===== config.mk =====
export PLATFORM = sky130hd
export DESIGN_NAME = mempool_dma_chunk_splitter
export DESIGN_NICKNAME = d
export VERILOG_FILES = /design/src/rtl/mempool_pkg.sv /design/src/rtl/mempool_dma_chunk_splitter.sv
export SDC_FILE = /design/constraint.sdc
export NUM_CORES = 1
export LEC_CHECK = 0
export ABC_AREA = 1
export CAP_MARGIN = 40
export CORE_MARGIN = 2
export CORE_UTILIZATION = 40
export CTS_BUF_LIST = sky130_fd_sc_hd__clkbuf_4
export CTS_CLUSTER_SIZE = 16
export DETAILED_ROUTE_END_ITERATION = 10
export GPL_ROUTABILITY_DRIVEN = 0
export SLEW_MARGIN = 20
export SYNTH_ARGS = -nofsm -noshare
export SYNTH_HDL_FRONTEND = slang
export SYNTH_SLANG_ARGS = --single-unit

===== constraint.sdc =====
create_clock -name clk_i -period 5 [get_ports clk_i]
set_clock_uncertainty 0.15 [all_clocks]
set_input_delay 0.5 -clock clk_i [delete_from_list [all_inputs] [get_ports clk_i]]
set_output_delay 0.5 -clock clk_i [all_outputs]
set_load 0.02 [all_outputs]

===== src/rtl/mempool_pkg.sv =====
// mempool_pkg: shared MemPool DMA types.
//    dma_req_t : one DMA transfer (or chunk) descriptor exchanged between the
//                group DMA frontend, the chunk splitter and the DMA backend.
package mempool_pkg;

   typedef struct packed {
      logic [3:0]  id;
      logic [31:0] src;
      logic [31:0] dst;
      logic [31:0] num_bytes;
      logic [3:0]  cache_src;
      logic [3:0]  cache_dst;
      logic [1:0]  burst_src;
      logic [1:0]  burst_dst;
      logic        decouple_rw;
      logic        deburst;
      logic        serialize;
   } dma_req_t;

endpackage


===== src/rtl/mempool_dma_chunk_splitter.sv =====
// mempool_dma_chunk_splitter
//    Splits one arbitrary-length DMA transfer into chunks that never cross a
//    ChunkBytes-aligned destination boundary, bounds the number of chunks in
//    flight to MaxOutstanding and pulses done_o when every chunk completed.
//
// Ports:
//    clk_i          clock
//    rst_ni         synchronous reset, active low (all outputs 0 while low)
//    req_i          transfer request (dma_req_t)
//    req_valid_i    request valid
//    req_ready_o    request accepted when valid && ready (IDLE only)
//    chunk_o        chunk request to the backend
//    chunk_valid_o  chunk valid
//    chunk_ready_i  backend accepts the chunk
//    chunk_done_i   one-cycle pulse per completed chunk, in issue order
//    busy_o         high while a transfer is being split or drained
//    done_o         one-cycle pulse when the transfer is fully complete
module mempool_dma_chunk_splitter
   import mempool_pkg::*;
#(
   parameter int ChunkBytes     = 1024,
   parameter int MaxOutstanding = 8,
   parameter int CntWidth       = $clog2(MaxOutstanding + 1)
) (
   input  logic     clk_i,
   input  logic     rst_ni,
   input  dma_req_t req_i,
   input  logic     req_valid_i,
   output logic     req_ready_o,
   output dma_req_t chunk_o,
   output logic     chunk_valid_o,
   input  logic     chunk_ready_i,
   input  logic     chunk_done_i,
   output logic     busy_o,
   output logic     done_o
);

   localparam logic [31:0]         ChunkSize = 32'(ChunkBytes);
   localparam logic [31:0]         ChunkMask = ChunkSize - 32'd1;
   localparam logic [CntWidth-1:0] MaxOut    = CntWidth'(MaxOutstanding);

   typedef enum logic [1:0] {IDLE, SPLIT, DRAIN} state_t;

   state_t              state_reg;
   dma_req_t            cur_reg;          // num_bytes field doubles as "remaining"
   logic [CntWidth-1:0] outstanding_reg;
   logic [CntWidth-1:0] outstanding_next;
   logic                done_reg;

   logic [31:0] remaining;
   logic [31:0] off;
   logic [31:0] room;
   logic [31:0] len;
   logic        req_hs;
   logic        chunk_hs;
   logic        done_valid;

   assign remaining = cur_reg.num_bytes;
   assign off       = cur_reg.dst & ChunkMask;
   assign room      = ChunkSize - off;
   assign len       = (remaining < room) ? remaining : room;

   // Outputs are forced low while reset is asserted, even though the state
   // registers only clear on the clock edge.
   assign req_ready_o   = rst_ni && (state_reg == IDLE);
   assign chunk_valid_o = rst_ni && (state_reg == SPLIT) && (outstanding_reg != MaxOut);
   assign busy_o        = rst_ni && (state_reg != IDLE);
   assign done_o        = rst_ni && done_reg;

   assign req_hs   = req_valid_i && req_ready_o;
   assign chunk_hs = chunk_valid_o && chunk_ready_i;

   // Completions with nothing in flight are spurious and must not underflow.
   assign done_valid = chunk_done_i && (outstanding_reg != '0);

   always_comb begin
      chunk_o           = cur_reg;
      chunk_o.num_bytes = len;
      if (!rst_ni) begin
         chunk_o = '0;
      end
   end

   always_comb begin
      outstanding_next = outstanding_reg;
      if (chunk_hs && !done_valid) begin
         outstanding_next = outstanding_reg + CntWidth'(1);
      end else if (done_valid && !chunk_hs) begin
         outstanding_next = outstanding_reg - CntWidth'(1);
      end
   end

   always_ff @(posedge clk_i) begin
      if (!rst_ni) begin
         state_reg       <= IDLE;
         cur_reg         <= '0;
         outstanding_reg <= '0;
         done_reg        <= 1'b0;
      end else begin
         done_reg        <= 1'b0;
         outstanding_reg <= outstanding_next;
         case (state_reg)
            IDLE: begin
               if (req_hs) begin
                  if (req_i.num_bytes == 32'd0) begin
                     done_reg <= 1'b1;
                  end else begin
                     cur_reg   <= req_i;
                     state_reg <= SPLIT;
                  end
               end
            end
            SPLIT: begin
               if (chunk_hs) begin
                  cur_reg.src       <= cur_reg.src + len;
                  cur_reg.dst       <= cur_reg.dst + len;
                  cur_reg.num_bytes <= remaining - len;
                  if (len == remaining) begin
                     state_reg <= DRAIN;
                  end
               end
            end
            DRAIN: begin
               // The last completion can retire the transfer in the same cycle
               // it arrives, so done_o lands on the first IDLE cycle.
               if ((outstanding_reg == '0) ||
                   ((outstanding_reg == CntWidth'(1)) && chunk_done_i && !chunk_hs)) begin
                  state_reg <= IDLE;
                  done_reg  <= 1'b1;
               end
            end
            default: state_reg <= IDLE;
         endcase
      end
   end

   // Simulation-only sanity checks.
   always_ff @(posedge clk_i) begin
      if (rst_ni) begin
         assert ((ChunkBytes >= 4) && ((ChunkBytes & (ChunkBytes - 1)) == 0))
            else $error("ChunkBytes must be a power of two >= 4");
         assert (!(chunk_done_i && (outstanding_reg == '0)))
            else $warning("spurious chunk_done_i with no chunk in flight ignored");
         if (chunk_valid_o) begin
            assert (len != 32'd0)
               else $error("zero-length chunk issued");
            assert ((off + len) <= ChunkSize)
               else $error("chunk crosses a ChunkBytes boundary");
         end
      end
   end

endmodule


==> summary.txt <==
Critical path
  • Worst Setup Path Type: reg -> out
  • Worst setup startpoint: cur_reg[48]
  • WP data required: 4350 ps
  • Reg2Reg Setup Slack: 420 ps
  • Arr. time, crit path: slightly above 4000 ps
  • Worst r2r src: cur_reg[48]
  • Nature of the critical path endpoint: output pin
  • Startpoint types: flop
  • Worst reg2reg path depth: 28
  • CP Max Fanout: 7

Global routing
  • GRT Resource Usage Total: between 20% and 30%
  • Antenna violations before repair: 2
  • Largest net degree at the start of global routing: around 170
  • Global route total overflow: 0
  • Vias in the first global route: between 10000 and 15000
  • First-pass GRT wire length: around 70 mm

Clocking
  • Htree depth: 4
  • Clock Path Buffers: 2
  • CTS tree: yes
  • CTS Hold Bufs: 0
  • CTS root buffer: clkbuf_4
  • Worst skew pair latency: 610 ps
  • Num Clock Sinks: 122
  • Worst-path clk slew: 160 ps
  • Total CTS buffers: 17

Timing
  • Max-slew violations: 0
  • Final Setup Violations: 0
  • Fin. Hold Viols: 0
  • Final min period: 4700 ps
  • Worst slew margin: between 40% and 50%
  • Crit share post-route: between 90% and 100%
  • Max Clock Freq: 0.213 GHz
  • Setup_tns: 0 ps
  • Worst slew pin tran: 831 ps

Yosys
  • Yosys reg bits: 122
  • Synthesized area per cell: 5.40 sq um
  • Post-synthesis cell area: between 10000 and 15000 sq um
  • Post-Synth Adder-Cell Area: 8.56%
  • Post-synthesis mux area share: 0%
  • Ys Warns: 0
  • Post-synthesis xor/xnor area fraction: 1.35%
  • Largest family of logic cells by synthesized area: simple AND/OR/NAND/NOR gates
  • Sequential share of the synthesized area: between 10% and 20%
  • Count of cell types in the netlist: 40
  • Compound-cell area share of the yosys netlist: 12.3%
  • Post-Synth Simple-Gate Area: 43.3%
  • Post-synthesis cell count: 2405

Power
  • Leak: 8.60 nW
  • Largest vdd supply drop: between 150 and 200 uV
  • Total power: approximately 4.8 mW
  • Power Density: 305 nW/um^2

Min path
  • Min-delay src: rst_ni
  • HP Class: in -> reg
  • Min-Delay Path Depth: 3

Routing
  • WL final: 44.1 mm
  • Via count: about 15000
  • # DRC: 0
  • Drt first pass iters: 5
  • Vias per cell: 4.87
  • 1st-iter DRT viols: 1011
  • Antenna viol nets, final: 0
  • Wire length per cell: 14.4 microns

Floorplanning
  • Die height: 184 microns
  • Row Count: 65
  • Core Region: 31800 sq um
  • Die ar.: 33900 sq um
  • Top-level I/O count: roughly 240
  • Initial Util: 40.8%
  • Die width: around 180 microns

Place
  • Dpl hpwl: around 34 mm
  • Port Buf Inserts: 217

Job
  • Max cap viols: 0

Cells and area
  • Commonest non-fill, non-tap cell in the layout: nand2_1
  • Area delta synth->final: 21.8%
  • Most frequent cells in the layout: 883 x nand2_1, 378 x inv_1, 234 x nor2_1
  • Max reg flops: 83
  • Layout cell share with drive strength beyond 1: 3.50%
  • Final nets: 2823

Run status
  • Outcome: finished, final reports clean
==> final cells by class <==
cell class | instances | area [sq um]
fillers | 3519 | 16000
multi-input cells | 1850 | 8760
flip-flops and latches | 122 | 2440
repair buffers | 229 | 2290
inverters | 396 | 1490
well taps | 435 | 544
clock buffers | 20 | 150
clock inverters | 12 | 126
diodes | 2 | 5.00
==> timing repair <==
action / 4_1_cts / 5_1_grt
resized for setup: 1 / 10
buffers inserted: 0 / 0
setup endpoints to repair: 1 / 64
==> critical path, cell delays in order (launching register included) <==
cell	delay, ps
dfxtp_1	370
inv_1	120
ha_1	190
nand2_1	100
nor3_2	200
nand2_1	80
nor2_1	150
nand3_1	130
ha_1	310
nand2_1	110
nor3b_2	60
nor4_4	370
nand2_2	150
buf_4	190
nand2_1	70
nand2_2	70
nor2_1	130
clkdlybuf4s50_1	670
==> Yosys cell counts (all sizes together) <==
cell      n  share of area (%)
a21o      1              0.058
o21bai    9               0.52
and2      8               0.39
buf      64                3.3
a31oi     1              0.048
a41oi     1              0.067
inv     396                 11
fa        3               0.46
nor4      5               0.36
nand4    18               0.87
a21boi    5               0.29
dfxtp   122                 19
clkbuf   29               0.84
o21ai   109                4.2
conb      1              0.029
nor3     23                1.0
nand2   896                 26
nand3   178                7.0
xnor2     4               0.27
nand3b    9               0.52
nor3b     2               0.12
a21oi   180                7.0
ha       84                8.1
a211oi    2               0.15
nor2    239                7.0
xor2     16                1.1
==> cell families after synthesis <==
family,after synthesis
flip-flops,122
AO/OA/AOI/OAI,308
adder cells (fa/ha/maj),87
XOR/XNOR,20
other,1
buffers and inverters,489
AND/OR/NAND/NOR,1378
==> power breakdown <==
group          switching, mW  internal, mW  total, mW
registers             0.0993          1.08       1.18
logic                   1.90         0.987       2.89
clock network          0.452         0.310      0.762
==> layer usage <==
metal	vias to the layer above	GRT usage (%)	wire length, microns
met5	-	0	0
met4	0	6.14	703
met3	44	4.09	2890
met2	463	41.2	19000
met1	6622	36.7	21500
li1	7811	-	-
==> through the flow <==
stage / hold slack, ps / worst slack (ps) / instance area, sq um / utilization (%) / std cells
after global placement: 315 / 374 / 15500 / 48.7 / 3032
after CTS: 131 / 82.1 / 15800 / 49.6 / 3064
after floorplan: 302 / 965 / 13200 / - / 2461
final: 170 / 301 / 15800 / 49.7 / 3066
after detailed placement: 321 / 254 / 15500 / 48.7 / 3032
after global routing: 184 / -25.7 / 15800 / 49.7 / 3066
==> path summary, 6_finish.rpt <==
| check | endpoint |
|---|---|
| setup / recovery | chunk_o[17] |
| hold / removal | outstanding_reg[0] |
| setup reg to reg | cur_reg[95] |
| hold reg to reg | cur_reg[82] |
Power figures use the tool's default switching activity.
